==> src/rtl/pdm_dac_if.sv <==
// pdm_dac_if
//  Bundles the audio-side signals of the PDM output stage.
//  master: producer side (synth core / testbench) drives sample, valid and mute,
//          and observes pdm and muted.
//  slave : the pdm_dac itself.
//  Signals:
//   sample  WIDTH  audio word, offset binary (0 = most negative, midscale = silence)
//   valid   1      one-cycle strobe qualifying sample
//   mute    1      level: 1 = ramp to and hold midscale, 0 = play samples
//   pdm     1      PDM bitstream to the external RC filter
//   muted   1      high while the level is parked at midscale
interface pdm_dac_if #(
    parameter int WIDTH = 10
);
    logic [WIDTH-1:0] sample;
    logic             valid;
    logic             mute;
    logic             pdm;
    logic             muted;

    modport master (
        output sample,
        output valid,
        output mute,
        input  pdm,
        input  muted
    );

    modport slave (
        input  sample,
        input  valid,
        input  mute,
        output pdm,
        output muted
    );
endinterface

==> src/rtl/pdm_dac.sv <==
// pdm_dac
//  First-order sigma-delta PDM output stage with a click-free soft-mute ramp.
//  The level register walks toward midscale (mute) or the latest sample (unmute)
//  in RAMP_STEP increments, and the accumulator carry becomes the output bit.
//  The modulator advances once every CLK_DIV clk_i cycles.
//  Ports:
//   clk_i   in   system clock
//   rst_ni  in   asynchronous active-low reset
//   bus     slave modport of pdm_dac_if (sample/valid/mute in, pdm/muted out)
module pdm_dac #(
    parameter int WIDTH     = 10,
    parameter int CLK_DIV   = 1,
    parameter int RAMP_STEP = 8
) (
    input  logic       clk_i,
    input  logic       rst_ni,
    pdm_dac_if.slave   bus
);
    localparam logic [WIDTH-1:0] MID       = {1'b1, {(WIDTH-1){1'b0}}};
    localparam int               DIV_W     = (CLK_DIV > 1) ? $clog2(CLK_DIV) : 1;
    localparam logic [DIV_W-1:0] DIV_LAST  = DIV_W'(CLK_DIV - 1);
    localparam logic [WIDTH-1:0] STEP      = WIDTH'(RAMP_STEP);
    localparam logic [WIDTH:0]   STEP_EXT  = (WIDTH+1)'(RAMP_STEP);

    typedef enum logic [1:0] {
        ST_RUN,
        ST_RAMP,
        ST_MUTED
    } state_t;

    logic [DIV_W-1:0] div_cnt_reg;
    logic [WIDTH-1:0] smp_reg;
    logic [WIDTH-1:0] lvl_reg;
    logic [WIDTH-1:0] lvl_next;
    logic [WIDTH-1:0] acc_reg;
    logic             pdm_reg;
    logic             muted_reg;
    state_t           state_reg;
    state_t           state_next;

    logic                    mod_tick;
    logic [WIDTH-1:0]        target;
    logic signed [WIDTH:0]   diff;
    logic [WIDTH:0]          diff_mag;
    logic                    ramp_done;
    logic [WIDTH-1:0]        ramp_lvl;
    logic [WIDTH:0]          sum;

    assign mod_tick = (div_cnt_reg == DIV_LAST);
    assign target   = bus.mute ? MID : smp_reg;

    // Signed distance to the target; one extra bit covers the full +/- range.
    assign diff      = $signed({1'b0, target}) - $signed({1'b0, lvl_reg});
    assign diff_mag  = diff[WIDTH] ? (-diff) : diff;
    assign ramp_done = (diff_mag <= STEP_EXT);

    // Snap once within one step so the level never overshoots the target,
    // which also keeps it inside the unsigned range.
    always_comb begin
        ramp_lvl = target;
        if (!ramp_done) begin
            ramp_lvl = diff[WIDTH] ? (lvl_reg - STEP) : (lvl_reg + STEP);
        end
    end

    // Next-state / next-level logic; only committed on mod_tick.
    always_comb begin
        state_next = state_reg;
        lvl_next   = lvl_reg;
        case (state_reg)
            ST_RUN: begin
                if (!bus.mute) begin
                    lvl_next = smp_reg;
                end else begin
                    // Entering the ramp takes its first step on this same tick.
                    lvl_next   = ramp_lvl;
                    state_next = ramp_done ? ST_MUTED : ST_RAMP;
                end
            end
            ST_RAMP: begin
                lvl_next = ramp_lvl;
                if (ramp_done) begin
                    state_next = bus.mute ? ST_MUTED : ST_RUN;
                end
            end
            ST_MUTED: begin
                if (!bus.mute) begin
                    lvl_next   = ramp_lvl;
                    state_next = ramp_done ? ST_RUN : ST_RAMP;
                end else begin
                    lvl_next = MID;
                end
            end
            default: begin
                state_next = ST_RUN;
                lvl_next   = MID;
            end
        endcase
    end

    // The modulator integrates the level from before this tick's update,
    // giving a one-tick pipeline between lvl and pdm.
    assign sum = {1'b0, acc_reg} + {1'b0, lvl_reg};

    always_ff @(posedge clk_i or negedge rst_ni) begin
        if (!rst_ni) begin
            div_cnt_reg <= '0;
            smp_reg     <= MID;
            lvl_reg     <= MID;
            acc_reg     <= '0;
            state_reg   <= ST_RUN;
            pdm_reg     <= 1'b0;
            muted_reg   <= 1'b0;
        end else begin
            div_cnt_reg <= mod_tick ? '0 : (div_cnt_reg + 1'b1);
            if (bus.valid) begin
                smp_reg <= bus.sample;
            end
            if (mod_tick) begin
                lvl_reg   <= lvl_next;
                acc_reg   <= sum[WIDTH-1:0];
                pdm_reg   <= sum[WIDTH];
                state_reg <= state_next;
                muted_reg <= (state_next == ST_MUTED);
            end
        end
    end

    assign bus.pdm   = pdm_reg;
    assign bus.muted = muted_reg;
endmodule

==> src/flat_wrapper.sv <==
// flat-port wrapper written by rule: the top's interface ports become plain ports
module pdm_dac_flat 
#(
    parameter int WIDTH     = 10,
    parameter int CLK_DIV   = 1,
    parameter int RAMP_STEP = 8
)
  (clk_i, rst_ni, bus_sample, bus_valid, bus_mute, bus_pdm, bus_muted);
  pdm_dac_if #(.WIDTH(WIDTH)) bus_i ();
  input  logic clk_i;
  input  logic rst_ni;
  input wire logic [$bits(bus_i.sample)-1:0] bus_sample;
  input wire logic [$bits(bus_i.valid)-1:0] bus_valid;
  input wire logic [$bits(bus_i.mute)-1:0] bus_mute;
  output wire logic [$bits(bus_i.pdm)-1:0] bus_pdm;
  output wire logic [$bits(bus_i.muted)-1:0] bus_muted;
  assign bus_i.sample = bus_sample;
  assign bus_i.valid = bus_valid;
  assign bus_i.mute = bus_mute;
  assign bus_pdm = bus_i.pdm;
  assign bus_muted = bus_i.muted;
  pdm_dac #(.WIDTH(WIDTH), .CLK_DIV(CLK_DIV), .RAMP_STEP(RAMP_STEP)) u_core (.clk_i(clk_i), .rst_ni(rst_ni), .bus(bus_i));
endmodule
==> config.mk <==
export PLATFORM = sky130hd
export DESIGN_NAME = pdm_dac_flat
export DESIGN_NICKNAME = d
export VERILOG_FILES = /design/src/rtl/pdm_dac_if.sv /design/src/rtl/pdm_dac.sv /design/src/flat_wrapper.sv
export SDC_FILE = /design/constraint.sdc
export NUM_CORES = 1
export LEC_CHECK = 0
export ABC_AREA = 1
export CELL_PAD_IN_SITES_DETAIL_PLACEMENT = 0
export CELL_PAD_IN_SITES_GLOBAL_PLACEMENT = 2
export CORE_MARGIN = 2
export CORE_UTILIZATION = 31
export DETAILED_ROUTE_END_ITERATION = 7
export GPL_ROUTABILITY_DRIVEN = 0
export HOLD_SLACK_MARGIN = 0.15
export PLACE_DENSITY = 0.86
export SETUP_SLACK_MARGIN = 0.02
export SLEW_MARGIN = 5
export SYNTH_ARGS = -nofsm -noshare
export SYNTH_HDL_FRONTEND = slang
export SYNTH_SLANG_ARGS = --single-unit
==> constraint.sdc <==
create_clock -name clk_i -period 3 [get_ports clk_i]
set_clock_uncertainty 0.05 [all_clocks]
set_input_delay 0.9 -clock clk_i [delete_from_list [all_inputs] [get_ports clk_i]]
set_output_delay 0.9 -clock clk_i [all_outputs]
set_load 0.05 [all_outputs]
==> Word-level counts from Yosys, hierarchy flattened <==
Cells that the tools add are included.
{ "totals": {"regBits": 35, "in_bits": 14, "elab_cells": 33} }
{ "classes": {"addsub": 6, "n_lt_le_gt_ge": 1, "n_eq_ne": 3, "muxes": 15, "reduce_logical": 1} }
{ "ops": {"columns": ["cell", "n"], "rows": [
  ["$mux W10", 5],
  ["$pmux W10 S3", 1],
  ["$add A10 B10 Y11", 1],
  ["$le A11 B4 Y1 const B", 1],
  ["$mux W11", 1],
  ["$neg A11 Y11", 1],
  ["$sub A10 B10 Y11", 1],
  ["$add A10 B4 Y10 const B", 1],
  ["$mux W2", 5],
  ["$sub A10 B4 Y10 const B", 1],
  ["$pmux W2 S3", 1],
  ["$eq A2 B2 Y1 const B", 2],
  ["$eq A2 B1 Y1 const B", 1],
  ["$logic_not A2 Y1", 1],
  ["$mux W1", 2],
  ["$add A1 B1 Y1 const B", 1]
]} }

==> Longest topological paths before layout <==
Gate-level depths: netlist (run 1).
{ "depth": {"word_depth": 9, "ltp_mapped": 25} }

==> Least setup slack after synthesis (run 1) <==
No wires, ideal clock.
{ "synth_path": {"path_type": "input -> register", "start": "input bus_mute", "end": "register u_core.lvl_reg[9]", "arrival_time_ps": 3796, "required_ps": 2889, "slack_ps": -907, "stages": 25, "cell_sequence": "buf_6 > nor2_1 > inv_1 > ha_1 > fa_1 > inv_1 > nand3_1 > nand2_2 > nand3_2 > nand2_4 > a21oi_4 > buf_6 > ha_1 > a21oi_1 > o21ai_0 > nand2_1 > nand2_1 > a21oi_1 > xor2_1 > nand2_1 > o31ai_1 > nor2_1 > nand2_1 > nand2_1 > nand2_1"} }
{ "synth_via": {"elab_chain_cells": 8} }
{ "synth_lines": {"columns": ["element", "line", "rtl"], "rows": [
  ["start, declared", "flat_wrapper.sv:14", "input wire logic [$bits(bus_i.mute)-1:0] bus_mute;"],
  ["$mux W10", "pdm_dac.sv:50", "assign target = bus.mute ? MID : smp_reg;"],
  ["$sub A10 B10 Y11", "pdm_dac.sv:53", "assign diff = $signed({1'b0, target}) - $signed({1'b0, lvl_reg});"],
  ["$neg A11 Y11", "pdm_dac.sv:54", "assign diff_mag = diff[WIDTH] ? (-diff) : diff;"],
  ["$mux W11", "pdm_dac.sv:54", null],
  ["$le A11 B4 Y1", "pdm_dac.sv:55", "assign ramp_done = (diff_mag <= STEP_EXT);"],
  ["$mux W10", "pdm_dac.sv:61", "if (!ramp_done) begin"],
  ["$mux W10 (on tied branches)", "pdm_dac.sv:87, pdm_dac.sv:72", null],
  ["$pmux W10 S3 *", "pdm_dac.sv:70", "case (state_reg)"],
  ["named net u_core.lvl_next[9]", "pdm_dac.sv:34", "logic [WIDTH-1:0] lvl_next;"],
  ["end signal, assigned", "pdm_dac.sv:120", "lvl_reg <= lvl_next;"],
  ["end, declared", "pdm_dac.sv:33", "logic [WIDTH-1:0] lvl_reg;"]
]} }
The timed path passes the listed nets; every way through them passes the cells marked *.
A chain may end at the register's enable or synchronous reset.

==> Worst setup path in the final report (run 1) <==
Ends and elaborated chain as after synthesis.

==> metrics.txt, run 1 <==
fmax a little under 0.3 GHz; Reg2Reg Depth 22; Worst R2R Setup Slack -0.11 ns; antenna-violating nets left 0; worst slew pin tran ~0.52 ns; instance area after placement 3830 um^2; cell mode on critical path nand2_1; hold path startpoint u_core.acc_reg[0]; Critical Path Max Stage Delay roughly 0.4 ns; RSZ-0062 raised after global routing yes; Max Cap Viol 0; Num CTS Buffers 5; pin count of the biggest net entering global routing 35; async set-reset flop share out of synthesis 1.00; register area share after synthesis 0.289; WL per Instance between 10 and 15 um; Clk pin slew, worst setup/hold paths around 0.070 ns; Die Area 10300 um^2; via count 2963; final setup vio count 13; worst endpoint data arrival time 3.62 ns; Die Span Y approximately 100 um; Yosys cell types 34; fin crit period about 3.5 ns; Critical Path Start Type primary input; fraction of layout cells with a size suffix above 1 0.318; worst reg2reg endpoint u_core.lvl_reg[9]; Cells after Synth approximately 420; worst setup path class in2reg; cts hold-fix bufs 0; initial DRC count 88; Final Total Pwr 4970 uW; Net Count, Synth approximately 460; setup slack after layout -0.452 ns; Synth Warn # 0; H-tree levels 2; initial antenna violation count 0; Synth Flop Type dfrtp_1; number of flops mapped to enable cells by yosys 0; FF-to-FF Start u_core.smp_reg[3]; FP Rows 35; Hold Worst Slack roughly 0.46 ns; Crit path required time approximately 3.2 ns; CP top delay family simple AND/OR/NAND/NOR gates; HPWL after detailed placement 6530 um; clock sink count 34; worst skew pair latency between 0.2 and 0.3 ns; # diodes 0; Pwr Density ~1200 nW/um^2; vias in the first global route around 2.9k; Final period util 1.15; fin util 0.452; Seq cells post-synth 34; Peak VDD IR 0.401 mV; Core Area between 9000 and 10000 um^2; WP buf/inv 2; post-route design area ~4200 um^2; crit-path cells buf_12 -> nor2_2 -> ha_1 -> a21oi_2 -> nand2_2 -> nand3_4 -> nand2_4 -> buf_4 -> nand2_2 -> nand2_2 -> fa_1 -> o21ai_2 -> nand2_1 -> nand2_1 -> a21oi_2 -> xor2_1 -> nand2_1 -> o31ai_2 -> nor2_1 -> nand2_1 -> nand2_1 -> nand2_1; leakage between 0.002 and 0.0025 uW; CP Capture Type flip-flop; IO Count 16; area grow syn2layout 41.8%; CTS max path bufs 2; die width 102 um; CP Max Fanout 8; failing checks setup timing; Synth Area per Inst 7.00 um^2; GRT overflow 0; hold depth 1; Place WS -1.34 ns; nets ~560; most frequent cells in the layout nand2_1 (125), buf_4 (76), inv_1 (58); commonest non-fill, non-tap cell in the layout nand2_1; vias per cell between 4 and 5; slowest stage cell, crit path fa_1; status complete, but fails checks; initial core utilization 0.319; clk root buf clkbuf_8; endpoint of the worst hold path u_core.acc_reg[0]; port bufs 15; worst hold path class reg2reg; total global-route track usage 0.167; Final Slew Violations 0; Routed WL just over 8000 um; first-pass GRT wire length ~14000 um; Max-slew headroom 0.654; Syn Std Cell Area just under 3000 um^2; number of hold violations in the final report 0; First-pass DRT Iterations 4; DR DRC count 0; CTS tree yes
## where the power goes
part | switching, uW | total [uW] | leakage (uW) | internal, uW
sequential | 95.6 | 749 | 0.000408 | 653
combinational | 2080 | 3860 | 0.00175 | 1780
clock | 179 | 364 | 0.0000472 | 184
## timing repair
item / in CTS / in global routing
setup endpoints to repair: 13 / 13
gates cloned: 0 / 1
pin swaps: 26 / 27
gates resized for setup: 20 / 28
setup buffers: 4 / 8
## Yosys cell counts (4+ instances only)
master,n,share of area
nand2_1,134,0.17
inv_1,61,0.078
nand3_1,33,0.056
dfrtp_1,32,0.27
nor2_1,28,0.036
ha_1,25,0.11
a21oi_1,17,0.029
o21ai_0,17,0.029
nand2_2,15,0.032
xor2_1,9,0.027
nor2_2,5,0.011
xnor2_1,5,0.015
buf_6,4,0.015
## worst reg2reg max path, cell delays in order (launching register included)
cell and delay (ns):
dfrtp_1 0.36, inv_1 0.10, nor2_2 0.07, ha_1 0.34, a21oi_2 0.19, nand2_2 0.10, nand3_4 0.08, nand2_4 0.07
buf_4 0.14, nand2_2 0.08, nand2_2 0.07, fa_1 0.41, o21ai_2 0.19, nand2_1 0.07, nand2_1 0.07, a21oi_2 0.06
xor2_1 0.17, nand2_1 0.10, o31ai_2 0.06, nor2_1 0.10, nand2_1 0.05, nand2_1 0.05, nand2_1 0.05
## metrics by stage
stage,instances,TNS (ns)
finish,651,-4.47
global route,651,-6.92
CTS,642,-4.70
detailed placement,630,-16.96
global placement,630,-16.50
floorplan,421,-5.80
## cell families (layout without fill, tap and decap cells)
kind of cell,Yosys count,in the layout,synth area share
AO/OA/AOI/OAI,46,46,0.0925
XOR/XNOR,14,14,0.0416
adder cells (fa/ha/maj),28,28,0.126
buffers and inverters,69,170,0.0980
flip-flops,34,34,0.289
multiplexers,1,1,0.00382
AND/OR/NAND/NOR,229,229,0.348
## how the worst max path moves through the flow
stage | from | to | depth (start not counted)
floorplan | bus_mute | u_core.lvl_reg[9] | 25
global route | bus_mute | u_core.lvl_reg[9] | 22
detailed placement | bus_mute | u_core.lvl_reg[5] | 23
finish | bus_mute | u_core.lvl_reg[9] | 22
CTS | bus_mute | u_core.lvl_reg[1] | 21
global placement | bus_mute | u_core.lvl_reg[6] | 23
## layout make-up
cell class	count	area [um^2]
Fill cell	966	5060
Multi-Input combinational cell	318	2000
Sequential cell	34	853
Timing Repair Buffer	99	830
Inverter	63	236
Tap cell	129	161
Clock buffer	6	82.6
Clock inverter	2	12.5
## metal layers
layer,GRT usage,vias to the layer above,part of all wire
li1,-,1528,-
met1,0.202,1391,0.44
met2,0.307,35,0.52
met3,0.0276,9,0.028
met4,0.0395,0,0.010
met5,0,-,0
No activity file was read; power rests on OpenSTA's default activity.
==> run 2: changes to the inputs <==
--- a/config.mk
+++ b/config.mk
@@ -19,3 +19,4 @@
 export SYNTH_ARGS = -nofsm -noshare
 export SYNTH_HDL_FRONTEND = slang
 export SYNTH_SLANG_ARGS = --single-unit
+export TNS_END_PERCENT = 10
==> run 2 against run 1 <==
Effect of this change: utilization shrank 0.49 points; critical path depth is 1 higher; hold slack got worse by 0.0041 ns; routed wire length decreased by 4.4%; first-iteration DRC count down 22%; count of clock-buffer cells in the layout grew 1; highest routed layer unchanged; non-clock buffer count stayed put; register-to-register slack about the same; the run still ends with setup timing left; die area unchanged; clock power decreased by 7.4%; global-route usage shrank 0.26 points; sequential power up 1%.
==> metrics.txt, run 2 (same netlist as run 1, synthesis figures left out) <==
Reg power frac 0.158 (+0.007); CTS tree yes; switch share 0.472 (-0.00115); Critical Path Start Type primary input; Final Instance Count excl. Fillers 651 (unchanged); worst skew pair latency 0.29 ns (about the same); status complete, but fails checks; number of hold violations in the final report 0 (unchanged); DR DRC count 0 (unchanged); Clk pin slew, worst setup/hold paths 0.07 ns (about the same); fmax 0.282 GHz (-2.7%); final setup TNS -6.75 ns (-2.28 ns); placed cells 632 (+0.32%); Num CTS Buffers 5 (unchanged); setup slack after layout -0.547 ns (-0.0953 ns); initial antenna violation count 0 (unchanged); # diodes 0 (unchanged); die width 102 um (unchanged); via count 2900 (-2.1%); fin crit period 3.55 ns (+0.0953 ns); commonest non-fill, non-tap cell in the layout nand2_1; area grow syn2layout 40.3%; post-route design area 4140 um^2 (-1.1%); Max-slew headroom 0.658 (+0.00491); Gate power share 0.772 (-0.004); Place WS -1.37 ns (-0.0302 ns); Max Cap Viol 0 (unchanged); clock share of power 0.070 (-0.003); antenna-violating nets left 0 (unchanged); worst hold path class reg2reg; first-pass GRT wire length 13500 um (unchanged); worst endpoint data arrival time 3.72 ns (+0.10 ns); nets 563 (unchanged); worst slew pin tran 0.511 ns (-0.00734 ns); fraction of layout cells with a size suffix above 1 0.305 (-0.0134); CTS max path bufs 2 (unchanged); clk root buf clkbuf_8; Pwr Density 1160 nW/um^2 (-2.4%); most frequent cells in the layout nand2_1 (127), buf_4 (75), inv_1 (58); H-tree levels 2 (unchanged); IO Count 16 (unchanged); Die Span Y 102 um (unchanged); final setup vio count 13 (unchanged); initial DRC count 69 (-22%); Die Area 10300 um^2 (unchanged); Final Slew Violations 0 (unchanged); leakage 0.00219 uW (-0.65%); Power Internal 2530 uW (-3.2%); instance area after placement 3810 um^2 (-0.52%); FP Rows 35 (unchanged); Final period util 1.18 (+0.0318); RSZ-0062 raised after global routing yes; HPWL after detailed placement 6290 um (-3.7%); CP Capture Type flip-flop; failing checks setup timing; total global-route track usage 0.164 (-0.00257); CP Max Fanout 5 (-3); Routed WL 7740 um (-4.4%); clock sink count 34 (unchanged); initial core utilization 0.319 (unchanged); worst setup path class in2reg; Peak VDD IR 0.403 mV (+0.31%); WL per Instance 11.9 um (-4.4%); vias per cell 4.45 (-2.1%); GRT overflow 0 (unchanged); P_sw 2270 uW (-3.6%); cts hold-fix bufs 0 (unchanged); port bufs 15 (unchanged); Final Total Pwr 4800 uW (-3.4%); Crit path required time 3.17 ns (about the same); Core Area 9240 um^2 (unchanged); First-pass DRT Iterations 4 (unchanged); pin count of the biggest net entering global routing 35 (unchanged); vias in the first global route 3076 (+4.5%)
run 2: worst max-delay path, cell delays in order:
cell	delay [ns]
buf_6	0.09
buf_6	0.12
nor2_4	0.15
inv_2	0.06
ha_4	0.16
fa_2	0.57
buf_6	0.11
nand3_4	0.08
nor2_4	0.10
buf_4	0.13
nand3_4	0.09
nor2_4	0.12
nand2_2	0.06
nand3_2	0.05
nand2_1	0.06
nor2_2	0.14
nand3_2	0.10
nor2_4	0.23
buf_6	0.15
nand2_1	0.05
nand2_1	0.06
nand2_1	0.05
nand2_1	0.08
run 2: what timing repair did:
| item | in CTS | in global routing |
|---|---|---|
| pin swaps | 20 | 14 |
| gates resized for setup | 33 | 12 |
| setup buffers | 9 | 2 |
| hold endpoints to repair | 0 | 0 |
| endpoints found under the setup margin | 13 | 13 |
| cloned | 1 | 0 |
run 2: stage by stage:
| stage | hold slack, ns | util |
|---|---|---|
| after global placement | 0.413 | 0.413 |
| after detailed placement | 0.443 | 0.413 |
| final | 0.453 | 0.448 |
| after floorplan | 0.406 | - |
| after CTS | 0.458 | 0.441 |
| after global routing | 0.464 | 0.448 |
run 2: layout make-up:
class                      count  area, um^2
clock buffer                   7        76.3
sequential                    34         853
inverter                      63         236
clock inverter                 1        7.51
multi-input combinational    318        1980
fill                         954        5100
timing repair buffer          99         818
tap                          129         161
run 2: final timing paths:
path,depth (start not counted),start,end,slack [ns]
hold / removal,1,u_core.acc_reg[0],u_core.acc_reg[0],0.45
setup reg to reg,22,u_core.smp_reg[0],u_core.lvl_reg[6],-0.10
min in group asynchronous,2,rst_ni,u_core.acc_reg[6],0.99
max in group asynchronous,2,rst_ni,u_core.lvl_reg[9],1.56
setup / recovery,23,bus_mute,u_core.lvl_reg[6],-0.55
hold reg to reg,1,u_core.acc_reg[0],u_core.acc_reg[0],0.45
run 2: per-layer routing:
metal	part of all wire	vias up	global-route usage
li1	-	1525	-
met2	0.51	35	0.315
met5	0	-	0
met4	0.020	0	0.0468
met1	0.44	1327	0.187
met3	0.023	13	0.0235
run 2: power groups by stage:
| stage | Sequential [uW] | Combinational [uW] | Clock (uW) |
|---|---|---|---|
| 5_1_grt | 779 | 4230 | 364 |
| 2_1_floorplan | 788 | 2470 | 0 |
| 4_1_cts | 761 | 3640 | 346 |
| 6_report | 759 | 3710 | 337 |
| 3_5_place_dp | 767 | 3450 | 0 |
| 3_3_place_gp | 766 | 3360 | 0 |
